**src/rtl/tt_sweep_pkg.sv**
```systemverilog
// tt_sweep_pkg: shared states and sizes for the truth-table sweep controller
package tt_sweep_pkg;
  typedef enum logic [1:0] {IDLE, DRIVE, DONE} state_t;
  localparam int VEC_W = 4;
  localparam int NUM_VEC = 16;
  localparam int DWELL_DEF = 1;
endpackage

```
**src/rtl/tt_dwell_timer.sv**
```systemverilog
// tt_dwell_timer: 8-bit dwell counter, tc flags the last cycle of a vector's dwell
module tt_dwell_timer
  import tt_sweep_pkg::*;
#(
  parameter int DWELL = DWELL_DEF
) (
  input  logic clk,
  input  logic rst_n,
  input  logic clr,
  input  logic en,
  output logic tc
);
  localparam logic [7:0] LAST = 8'(DWELL - 1);
  logic [7:0] cnt;
  assign tc = cnt == LAST;
  always_ff @(posedge clk or negedge rst_n)
    if (!rst_n) cnt <= '0;
    else cnt <= clr ? '0 : en ? (tc ? '0 : cnt + 8'd1) : cnt;
endmodule

```
**src/rtl/tt_sweep_ctrl.sv**
```systemverilog
// tt_sweep_ctrl: drives all 16 vectors into an external unit and captures its truth table
// MINTERM_COUNT_EN adds the ones port with a running count of 1s in tt.
module tt_sweep_ctrl
  import tt_sweep_pkg::*;
#(
  parameter int DWELL = DWELL_DEF
) (
  input  logic               clk,
  input  logic               rst_n,
  input  logic               start,
  input  logic               abort,
  input  logic               f,
  output logic               a,
  output logic               b,
  output logic               c,
  output logic               d,
  output logic               busy,
  output logic               done,
  output logic [VEC_W-1:0]   idx,
  output logic [NUM_VEC-1:0] tt
`ifdef MINTERM_COUNT_EN
  ,
  output logic [4:0]         ones
`endif
);
  state_t state, state_d;
  logic [VEC_W-1:0] vec;
  logic tc, accept, sample, last;
  tt_dwell_timer #(.DWELL(DWELL)) u_dwell (
    .clk  (clk),
    .rst_n(rst_n),
    .clr  (state != DRIVE),
    .en   (state == DRIVE),
    .tc   (tc)
  );
  always_comb begin
    accept = state == IDLE && start && !abort;
    sample = state == DRIVE && tc && !abort;
    last = vec == VEC_W'(NUM_VEC - 1);
    state_d = abort ? IDLE : accept ? DRIVE : (sample && last) ? DONE : state == DONE ? IDLE : state;
  end
  always_ff @(posedge clk or negedge rst_n)
    if (!rst_n) begin
      state <= IDLE;
      vec <= '0;
      tt <= '0;
    end else begin
      state <= state_d;
      vec <= (accept || state_d == IDLE) ? '0 : (sample && !last) ? vec + 1'b1 : vec;
      if (accept) tt <= '0;
      else if (sample) tt[vec] <= f;
    end
`ifdef MINTERM_COUNT_EN
  always_ff @(posedge clk or negedge rst_n)
    if (!rst_n) ones <= '0;
    else if (accept) ones <= '0;
    else if (sample) ones <= ones + 5'(f);
`endif
  assign {a, b, c, d} = vec;
  assign idx = vec;
  assign busy = state == DRIVE;
  assign done = state == DONE;
endmodule

```
**config.mk**
```make
export PLATFORM = sky130hd
export DESIGN_NAME = tt_sweep_ctrl
export DESIGN_NICKNAME = d
export VERILOG_FILES = /design/src/rtl/tt_sweep_pkg.sv /design/src/rtl/tt_dwell_timer.sv /design/src/rtl/tt_sweep_ctrl.sv
export SDC_FILE = /design/constraint.sdc
export NUM_CORES = 1
export LEC_CHECK = 0
export BUFFER_PORTS_ARGS = -buffer_cell sky130_fd_sc_hd__buf_2
export CORE_ASPECT_RATIO = 1.1
export CORE_MARGIN = 1
export CORE_UTILIZATION = 40
export CTS_BUF_LIST = sky130_fd_sc_hd__clkbuf_4
export DETAILED_ROUTE_END_ITERATION = 12
export GPL_TIMING_DRIVEN = 1
export PLACE_DENSITY = 0.66
export SLEW_MARGIN = 15
export SYNTH_ARGS = -nofsm -noshare
export SYNTH_HDL_FRONTEND = slang
export SYNTH_SLANG_ARGS = --single-unit
export TNS_END_PERCENT = 100
```
**constraint.sdc**
```tcl
create_clock -name clk -period 2.4 [get_ports clk]
set_clock_uncertainty 0.2 [all_clocks]
set_input_delay 0.12 -clock clk [delete_from_list [all_inputs] [get_ports clk]]
set_output_delay 0.12 -clock clk [all_outputs]
set_load 0.01 [all_outputs]
```
======== Yosys cells after proc, flatten, opt, wreduce, memory -nomap -nowiden ========
Cells that the tools add are included.
word-level totals
  bits of input ports ..................... 5
  memories ................................ 0
  RAM bits ................................ 0
  ROM bits ................................ 0
  output and inout port bits .............. 26
  bits in registers ....................... 30
  latch bits .............................. 0
  word-level logic and storage cells ...... 42
cells by class
  equality and inequality tests ........... 4
  shift-type cells ........................ 0
  $mul .................................... 0
  multiplexer cells ....................... 14
  $lt $le $gt $ge ......................... 2
  bitwise gates (word level) .............. 0
  reductions and logical operators ........ 16
  $add $sub $neg .......................... 2
  div/mod/pow operators ................... 0
operators with widths
  cell                   number
  $mux W16               2
  $mux W8                3
  $bwmux W16             1
  $add A8 B1 Y8 const B  1
  $logic_not A8 Y1       1
  $mux W2                4
  $mux W4                2
  $logic_and A1 B1 Y1    7
  $reduce_bool A2 Y1     3
  $lt A4 B5 Y1 const B   1
  $add A4 B1 Y4 const B  1
  $demux W1 S4           1
  $eq A4 B4 Y1 const B   1
  $ge A4 B1 Y1 const B   1
  $logic_not A2 Y1       2
  $eq A2 B1 Y1 const B   1
  $eq A2 B2 Y1 const B   1
  $logic_not A1 Y1       2
  $ne A2 B1 Y1 const B   1
  $logic_or A1 B1 Y1     1
  $mux W1                1

======== Logic depth before layout (Yosys ltp) ========
Gate-level depths: netlist (run 1).
  depth after elaboration ................. 10
  depth in mapped cells ................... 7
  depth with buffers taken out ............ 6

======== By module ========
From an unflattened synthesis (run 1), not the netlist that was laid out.
second synthesis, totals
  cells, all modules ...................... 164
  area total of the unflattened synthesis .. 1681.6 sq um
by module, submodules not included
  module          cells an instance  seq. area each (sq um)  instances  area each (sq um)
  tt_sweep_ctrl   118                550.5                   1          1209.9
  tt_dwell_timer  46                 200.2                   1          471.7

======== Least setup slack after synthesis (run 1) ========
No wires, ideal clock.
  path kind ............................... register to register
  start point ............................. reg u_dwell.cnt[0]
  end point ............................... reg tt[1]
  clock period less this slack ............ 1.858 ns
  library setup time ...................... 0.136 ns
  path buffers ............................ 1
  stages on the path, launching flop included .. 8
  data required time ...................... 2.064 ns
  arrival ................................. 1.522 ns
  path slack .............................. 0.542 ns
  path through ............................ dfrtp_1 > inv_1 > ha_1 > nor4b_4 > and2_4 > buf_6 > nand3_1 > mux2i_1
between the ends
  cells in the longest elaborated chain, start to end .. 4
RTL lines
  item                                 line                  text
  start: declaration                   tt_dwell_timer.sv:14  logic [7:0] cnt;
  start signal: assignment             tt_dwell_timer.sv:18  else cnt <= clr ? '0 : en ? (tc ? '0 : cnt + 8'd1) : cnt;
  $logic_not A8 Y1                     tt_dwell_timer.sv:15  assign tc = cnt == LAST;
  $logic_and A1 B1 Y1 (2 in a row)     tt_sweep_ctrl.sv:38   sample = state == DRIVE && tc && !abort;
  $reduce_bool A2 Y1 (no source line)  -
  end signal: assignment               tt_sweep_ctrl.sv:46   tt <= '0;
  end signal: assignment               tt_sweep_ctrl.sv:50   if (accept) tt <= '0;
  end signal: indexed assignment       tt_sweep_ctrl.sv:51   else if (sample) tt[vec] <= f;
  end: declaration                     tt_sweep_ctrl.sv:20   output logic [NUM_VEC-1:0] tt
Every way passes these cells.
A chain may end at the register's enable or synchronous reset.

======== Worst setup path after layout (run 1) ========
  start point ............................. reg u_dwell.cnt[4]
  end point ............................... reg vec[3] (netlist: idx[3])
between the ends
  cells in the longest elaborated chain, start to end .. 10
  elaborated cells between the ends (all ways) .. 12
  those cells by class .................... mux (4); reduce/logical (8)
RTL lines
  item                                                  line                  text
  $logic_not A8 Y1 *                                    tt_dwell_timer.sv:15
  $logic_and A1 B1 Y1 * (2 in a row)                    tt_sweep_ctrl.sv:38
  $logic_and A1 B1 Y1                                   tt_sweep_ctrl.sv:40   state_d = abort ? IDLE : accept ? DRIVE : (sample && last) ? DONE : state == DONE ? IDLE : state;
  $mux W2 (3 in a row)                                  tt_sweep_ctrl.sv:40
  $logic_not A2 Y1                                      tt_sweep_ctrl.sv:49   vec <= (accept || state_d == IDLE) ? '0 : (sample && !last) ? vec + 1'b1 : vec;
  $logic_or A1 B1 Y1                                    tt_sweep_ctrl.sv:49
  $mux W4 / $reduce_bool A2 Y1 (equally long branches)  -
  end signal: assignment                                tt_sweep_ctrl.sv:49
  end: declaration                                      tt_sweep_ctrl.sv:27   logic [VEC_W-1:0] vec;
Every way passes the cells marked *; elsewhere a longest branch is shown, timed or not.

==> flow_summary.ini, run 1 <==
[clock_tree]
hold_buffers = 1
clockBufferDepth = 2
postCtsSetupRepairBufs = 0
cts.sinks = 30
cts_tree = yes
path_clk_slew_ps = 100
cts_max_level = 2
cts_made_buffers = 5
cts_resized = 0
cts_root_buffer = clkbuf_4
clock_latency_ps = 330

[route]
drc = 0
num_vias = 1275
drtIter0Drc = 81
wl_per_cell_um = 14.0
via_per_inst = 5.40
ant_nets = 0
drt_pass1_iterations = 5
drt_wl_total_um = 3300

[floorplanning]
fp-row-count = 23
die_w_um = 61.2
core_um2 = 3650
die_h_um = 67.1
start_util = 0.422
die_area_um2 = 4110
io_pins = 31

[synthesis]
ys_dominant_reg_cell = dfrtp_1
synth_edf_count = 0
synth_warnings = 0
synth_most_common_cell = dfrtp_1
synth_area_um2 = 1540
syn_inst = 155
yosys.area.top_type = dfrtp_1
syn_avg_cell_area_um2 = 9.95
ys_async_sr_fraction = 1.00
synthTopCellsByCount = dfrtp_1, nand3_1, nand2_1, nor2_1, o21ai_0
yosys-top-cells-area = dfrtp_1, nand3_1, mux2i_1, ha_1, nand2_1
yosysTopAreaCellShare = 0.487
synth-seq-cells = 30
seq_area_frac_synth = 0.487
ys_types = 30
syn_nets = 166

[sta]
finalCritPeriodShare = 0.804
rsz0062_at_grt = false
max_freq_mhz = 518
setup_tns_ps = 0
hold_viol_final = 0
tightest_slew_ps = 705
layout_setup_ws_ps = 471
relSlewSlack = 0.524
slew_violations = 0
post-route-min-period_ps = 1930
setup_violations = 0

[setup_path]
crit_path_end_kind = register
crit_path_start_kind = register
cp.arrival_ps = 1970
crit_type = reg2reg
reg2regPathDepth = 4
reg2reg_slack_ps = 470
r2r_end = idx[3]
required_ps = 2440
reg2reg_from = u_dwell.cnt[4]
crit_fanout = 13

[grt]
antenna_found_initial = 0
grt_pass1_vias = 1194
grt_pass1_wl_um = 5600
grtUsageTotal = 0.188
grt_overflow = 0
grt_max_degree = 31

[pwr]
p_per_area_nw_per_um2 = 557
power_mw = 1.01
vdd_drop_max_uv = 350
leakagePower_nw = 0.939

[place]
preCtsSetupSlack_ps = 499
hpwl_um = 2460
portBuffers = 30
place_congestion = 0.803

[layout]
final_core_util = 0.494
layout.nets = 196
num_antenna_cells = 0
drive_above_1_share = 0.247
syn2layout_area_growth_pct = 17.0

[outcome]
status = finished clean

[min_path]
hold_depth = 4
hp-class = in2reg
hp-start = abort
holdPathEnd = tt[1]

[job]
max-cap-violations = 0
## how the worst max path moves through the flow
stage	startpoint	end	depth (start not counted)
6_report	u_dwell.cnt[4]	idx[3]	4
5_1_grt	u_dwell.cnt[4]	tt[8]	5
4_1_cts	u_dwell.cnt[5]	idx[3]	4
3_5_place_dp	idx[2]	tt[0]	4
3_3_place_gp	idx[2]	tt[2]	4
2_1_floorplan	u_dwell.cnt[0]	tt[1]	7
## sequential cells by signal (all words and copies together), names as in the netlist
register and flops:
idx 4, tt 16, state 2, u_dwell.cnt 8
## through the flow
step,hold slack (ps),instances,instance area (um2)
finish,22.2,236,1800
global route,26.0,236,1800
CTS,5.77,236,1800
detailed placement,0.317,227,1710
global placement,-19.0,227,1710
floorplan,-376,155,1540
## placed cells by master (no fill, tap or decap), drive strengths merged, types with 4 or more instances in the layout
| cell type | n |
|---|---|
| and3 | 4 |
| buf | 33 |
| clkbuf | 7 |
| dfrtp | 30 |
| ha | 6 |
| inv | 6 |
| mux2i | 8 |
| nand2 | 14 |
| nand3 | 24 |
| nand4 | 8 |
| nor2 | 12 |
| o21ai | 9 |
| xnor2 | 5 |
## final cells by class
class | instances | area [um2]
Tap cell | 50 | 62.6
Clock inverter | 1 | 30.0
Multi-Input combinational cell | 108 | 703
Clock buffer | 7 | 52.6
Timing Repair Buffer | 34 | 183
Sequential cell | 30 | 751
Inverter | 6 | 22.5
Fill cell | 355 | 1850
## report_power, final
part	switching (mW)	leakage (nW)	internal, mW	total, mW
Sequential	0.00905	0.417	0.513	0.522
Clock	0.171	0.0463	0.243	0.415
Combinational	0.0463	0.476	0.0230	0.0693
Total	0.227	0.939	0.779	1.01
## cell families after synthesis
| group | share of synthesized area |
|---|---|
| AO/OA/AOI/OAI | 0.0527 |
| XOR/XNOR | 0.0397 |
| adder cells (fa/ha/maj) | 0.0487 |
| buffers and inverters | 0.0576 |
| flip-flops | 0.487 |
| multiplexers | 0.0519 |
| AND/OR/NAND/NOR | 0.263 |
## metal layers
layer,track usage,share of wire
met4,0.0795,0.017
met3,0.0594,0.056
met2,0.308,0.50
met5,0,0
met1,0.225,0.42
## worst max-delay path: stages, from the launching register on
cell      delay, ps
dfrtp_1         440
nor4_1          520
and2_4          330
a41oi_1         130
a211oi_1        220
(Power assumes the default switching activity.)
==> run 2, diff against run 1 <==
--- a/config.mk
+++ b/config.mk
@@ -5,6 +5,7 @@
 export SDC_FILE = /design/constraint.sdc
 export NUM_CORES = 1
 export LEC_CHECK = 0
+export ABC_AREA = 1
 export BUFFER_PORTS_ARGS = -buffer_cell sky130_fd_sc_hd__buf_2
 export CORE_ASPECT_RATIO = 1.1
 export CORE_MARGIN = 1
@@ -12,7 +13,7 @@
 export CTS_BUF_LIST = sky130_fd_sc_hd__clkbuf_4
 export DETAILED_ROUTE_END_ITERATION = 12
 export GPL_TIMING_DRIVEN = 1
-export PLACE_DENSITY = 0.66
+export PLACE_DENSITY = 0.65
 export SLEW_MARGIN = 15
 export SYNTH_ARGS = -nofsm -noshare
 export SYNTH_HDL_FRONTEND = slang
==> constraint.sdc (replaced) <==
create_clock -name clk -period 1.8 [get_ports clk]
set_clock_uncertainty 0.2 [all_clocks]
set_input_delay 0.09 -clock clk [delete_from_list [all_inputs] [get_ports clk]]
set_output_delay 0.09 -clock clk [all_outputs]
set_load 0.01 [all_outputs]
==> run 2 against run 1 <==
Net effect:
- critical path depth up 4
- die area up 18%
- sequential cell count unchanged
- first-iteration DRC count down 28%
- synthesized area up 19%
- critical path type unchanged
- largest power group unchanged
==> flow_summary.ini, run 2 <==
[outcome]
status = finished clean

[sta]
relSlewSlack = 0.555
tightest_slew_ps = 668
setup_tns_ps = 0
slew_violations = 0
post-route-min-period_ps = 1670
hold_viol_final = 0
setup_violations = 0
finalCritPeriodShare = 0.927
rsz0062_at_grt = false
max_freq_mhz = 599

[synthesis]
yosysTopAreaCellShare = 0.410
synthTopCellsByCount = nand2_1, inv_1, nor2_1, dfrtp_1, nand3_1
yosys.area.top_type = dfrtp_1
synth-seq-cells = 30
ys_dominant_reg_cell = dfrtp_1
yosys-top-cells-area = dfrtp_1, nand2_1, inv_1, nor2_1, nand4_1
synth_most_common_cell = nand2_1
syn_inst = 247
ys_types = 25
synth_edf_count = 0
seq_area_frac_synth = 0.410
synth_warnings = 0
ys_async_sr_fraction = 1.00
synth_area_um2 = 1830
syn_nets = 258
syn_avg_cell_area_um2 = 7.42

[grt]
grtUsageTotal = 0.181
met3_usage = 0.0391
grt_pass1_vias = 1487
grt_max_degree = 31
grt_overflow = 0
antenna_found_initial = 0
grt.busiest_layer = met2
grt_pass1_wl_um = 6670
grt_use_met2 = 0.293
grt_use_met1 = 0.237

[place]
portBuffers = 30
hpwl_um = 2810
place_congestion = 0.796
dpl_cell_area_um2 = 2030
dp.cells = 327

[floorplanning]
start_util = 0.422
core_um2 = 4350
io_pins = 31
die_area_um2 = 4860
die_w_um = 66.5
die_h_um = 73.0
fp-row-count = 25

[setup_path]
crit_type = reg2reg
required_ps = 1830
cp.arrival_ps = 1700
reg2reg_slack_ps = 130
cp-startpoint = u_dwell.cnt[0]
reg2regPathDepth = 8
crit_fanout = 10
reg2reg_from = u_dwell.cnt[0]
worstSetupEndpoint = tt[12]
crit_path_start_kind = register
crit_path_end_kind = register
r2r_end = tt[12]

[layout]
final_cells = 338
final_core_util = 0.485
fillers = 442
syn2layout_area_growth_pct = 15.1
drive_above_1_share = 0.197
stdcell_area_um2 = 2110
largest_reg_flops = 16
num_antenna_cells = 0
final_common_cell = nand2_1
mostFrequentLayoutCells = nand2_1, inv_1, nor2_1
top_register = tt
layout.nets = 294

[route]
drc = 0
drtIter0Drc = 58
via_per_inst = 4.80
num_vias = 1624
drt_wl_total_um = 3760
ant_nets = 0
wl_per_cell_um = 11.1
drt_pass1_iterations = 4

[pwr]
leakagePower_nw = 1.19
vdd_drop_max_uv = 289
p_per_area_nw_per_um2 = 564

[clock_tree]
cts_made_buffers = 5
path_clk_slew_ps = 90
cts.sinks = 30
clock_latency_ps = 330
clockBufferDepth = 2
cts_max_level = 2
cts_root_buffer = clkbuf_4
cts_tree = yes

[job]
max-cap-violations = 0

[min_path]
hp-start = start
hp-class = in2reg
-- run 2: changes by cell type in the layout (fill, tap and decap cells not counted), sizes merged, moves of 3 or more --
cell,previous run,this run
clkinv,0,3
mux2i,8,0
nand4,8,19
and3,4,0
nand2,14,70
nand3,24,20
o21ai,9,5
xnor2,5,1
nor2,12,38
inv,6,37
buf,33,38
nor3,0,3
-- run 2: how the worst min path moves through the flow --
| stage | end | depth (start not counted) |
|---|---|---|
| floorplan | idx[0] | 0 |
| global placement | tt[4] | 1 |
| detailed placement | tt[4] | 1 |
| CTS | state[0] | 4 |
| global route | state[0] | 4 |
| finish | state[0] | 4 |
-- run 2: cells by family after synthesis --
family          synth area share
compound gates            0.0212
xor+xnor                  0.0143
fa+ha+maj                 0.0410
buf+inv                    0.126
flops                      0.410
simple gates               0.388
-- run 2: routing by layer --
layer / wire length (um) / up-vias
met4: 64 / 0
met5: 0 / -
li1: - / 840
met2: 1780 / 29
met3: 130 / 8
met1: 1790 / 747
-- run 2: per-stage QoR --
stage	hold slack (ps)	worst slack, ps	power (mW)
2_1_floorplan	-406	298	0.778
3_3_place_gp	-27.2	197	0.823
3_5_place_dp	-26.2	145	0.824
4_1_cts	92.2	137	1.20
5_1_grt	121	34.6	1.24
6_report	95.4	131	1.19
-- run 2: what timing repair did --
item,in CTS,in global routing
buffers inserted,0,0
hold buffers,3,0
endpoints found under the hold margin,35,0
gates resized for setup,0,0
-- run 2: area by class of cell --
| cell class | instances | area (um2) | area share |
|---|---|---|---|
| clock buffers | 5 | 37.5 | 0.0178 |
| inverters | 37 | 139 | 0.0658 |
| clock inverters | 3 | 11.3 | 0.00534 |
| multi-input cells | 168 | 851 | 0.403 |
| well taps | 54 | 67.6 | 0.0320 |
| flip-flops and latches | 30 | 751 | 0.356 |
| repair buffers | 41 | 253 | 0.120 |
-- run 2: worst max-delay path: stages, from the launching register on --
cell     delay [ps]
dfrtp_1         430
inv_1            70
ha_1            150
nand2_2         100
nor2_8          200
buf_4           200
nand4_1         100
nand2_1          80
inv_1            30
-- run 2: power by group --
part	switching (mW)	total, mW	leakage, nW	internal [mW]
clock network	0.237	0.376	0.0277	0.139
logic	0.0850	0.124	0.745	0.0386
registers	0.00661	0.689	0.416	0.683
==> run 3, diff against run 2 <==
--- a/config.mk
+++ b/config.mk
@@ -7,6 +7,7 @@
 export LEC_CHECK = 0
 export ABC_AREA = 1
 export BUFFER_PORTS_ARGS = -buffer_cell sky130_fd_sc_hd__buf_2
+export CAP_MARGIN = 20
 export CORE_ASPECT_RATIO = 1.1
 export CORE_MARGIN = 1
 export CORE_UTILIZATION = 40
@@ -14,6 +15,7 @@
 export DETAILED_ROUTE_END_ITERATION = 12
 export GPL_TIMING_DRIVEN = 1
 export PLACE_DENSITY = 0.65
+export SETUP_SLACK_MARGIN = 0.3
 export SLEW_MARGIN = 15
 export SYNTH_ARGS = -nofsm -noshare
 export SYNTH_HDL_FRONTEND = slang
==> constraint.sdc (replaced) <==
create_clock -name clk -period 2 [get_ports clk]
set_clock_uncertainty 0.2 [all_clocks]
set_input_delay 0.1 -clock clk [delete_from_list [all_inputs] [get_ports clk]]
set_output_delay 0.1 -clock clk [all_outputs]
set_load 0.01 [all_outputs]
==> run 3 against run 2 <==
Net effect:
- critical path depth unchanged
- hold slack gained 37 ps
- sequential power shrank 9.9%
- sequential cell count unchanged
- largest power group unchanged
- highest routed layer unchanged
==> flow_summary.ini, run 3 (synthesized netlist as in run 2, its figures left out) <==
[min_path]
hp-class = in2async

[floorplanning]
io_pins = 31
die_h_um = 73.0
fp-row-count = 25
start_util = 0.422
die_w_um = 66.5
core_um2 = 4350
die_area_um2 = 4860

[grt]
grtUsageTotal = 0.174
grt_max_degree = 31
grt_pass1_wl_um = 6440
antenna_found_initial = 0
grt_overflow = 0
grt_pass1_vias = 1435

[setup_path]
path_cells = inv_1 -> ha_1 -> nand2_2 -> nor2_8 -> buf_4 -> nand4_1 -> nand3_1 -> nand2_1
crit_fanout = 7
reg2regPathDepth = 8
crit_path_end_kind = register
required_ps = 2030
reg2reg_from = u_dwell.cnt[0]
cp.arrival_ps = 1640
crit_slowest_cell = dfrtp_1
crit_type = reg2reg
reg2reg_slack_ps = 390
crit_path_start_kind = register
cp-startpoint = u_dwell.cnt[0]
slowest_delay_ps = 420
r2r_end = idx[3]

[place]
hpwl_um = 2770
portBuffers = 30
preCtsSetupSlack_ps = 294
place_congestion = 0.802

[sta]
finalCritPeriodShare = 0.805
slew_violations = 0
setup_violations = 0
layout_setup_ws_ps = 390
whs_ps = 132
rsz0062_at_grt = true
tightest_slew_ps = 663
hold_viol_final = 0
max_freq_mhz = 621
setup_tns_ps = 0
post-route-min-period_ps = 1610
relSlewSlack = 0.558

[layout]
mostFrequentLayoutCells = nand2_1, inv_1, nor2_1
fillers = 452
final_common_cell = nand2_1
multi_input_area_um2 = 853
top_register = tt
seqCellArea_um2 = 753
drive_above_1_share = 0.221
num_antenna_cells = 0
layout.nets = 299
final_core_util = 0.500
syn2layout_area_growth_pct = 18.6
largest_reg_flops = 16

[clock_tree]
cts_root_buffer = clkbuf_4
cts_max_level = 2
cts.sinks = 30
path_clk_slew_ps = 100
cts_tree = yes
cts_made_buffers = 5
clock_latency_ps = 330
clockBufferDepth = 2

[route]
drt_wl_total_um = 3960
ant_nets = 0
via_per_inst = 4.76
drtIter0Drc = 49
drt_pass1_iterations = 4
wl_met3_um = 140
drc = 0
wl_per_cell_um = 11.5
wl_met2_um = 1920
m1WireLength_um = 1860
highest-signal-layer = met4
num_vias = 1633

[pwr]
vdd_drop_max_uv = 272
leakagePower_nw = 1.22
power_mw = 1.09
p_per_area_nw_per_um2 = 503

[job]
max-cap-violations = 0

[outcome]
status = finished clean
run 3: cell count changes in the layout (fill, tap and decap cells not counted):
cell / before / now
buf_6: 0 / 3
clkinv_1: 3 / 1
dfrtp_1: 30 / 28
dfrtp_2: 0 / 2
dlygate4sd3_1: 3 / 5
clkbuf_4: 5 / 6
clkinv_2: 0 / 1
nor2_1: 35 / 34
nor2_2: 1 / 2
o21ai_0: 5 / 4
o21ai_1: 0 / 1
run 3: critical path, delay by kind of cell, from the launching register on:
family	cells	cell delay (ps)
AND/OR/NAND/NOR	5	500
flip-flops	1	420
buffers and inverters	2	220
adder cells (fa/ha/maj)	1	160
run 3: stage by stage:
step | cell area [um2] | instances
final | 2170 | 343
after global routing | 2170 | 343
after CTS | 2110 | 339
after detailed placement | 2000 | 324
after global placement | 2000 | 324
after floorplan | 1830 | 247
run 3: where the power goes:
group | total [mW] | internal, mW | switching, mW | leakage, nW
sequential | 0.621 | 0.614 | 0.00635 | 0.413
combinational | 0.122 | 0.0424 | 0.0795 | 0.769
clock | 0.350 | 0.145 | 0.205 | 0.0331
run 3: per-layer routing:
layer,global-route usage,up-vias
li1,-,853
met1,0.235,738
met2,0.279,35
met3,0.0375,7
met4,0.0496,0
met5,0,-
run 3: how the worst max path moves through the flow:
stage | end | slack (ps) | cells past startpoint
6_report | idx[3] | 390 | 8
5_1_grt | idx[0] | 290 | 9
4_1_cts | tt[2] | 330 | 8
3_5_place_dp | tt[9] | 290 | 8
3_3_place_gp | tt[9] | 340 | 8
2_1_floorplan | idx[3] | 500 | 8
run 3: cell type report:
cell class,instances,share of cell area
inverters,37,0.0639
flip-flops and latches,30,0.347
clock buffers,6,0.0207
repair buffers,46,0.141
multi-input cells,168,0.393
clock inverters,2,0.00403
well taps,54,0.0311
run 3: repair_timing:
| item | 4_1_cts | 5_1_grt |
|---|---|---|
| pin swaps | 1 | 1 |
| buffers inserted | 2 | 4 |
| resized for setup | 1 | 6 |
| hold endpoints to repair | 35 | 0 |
| hold buffers | 5 | 0 |
| setup endpoints to repair | 10 | 20 |
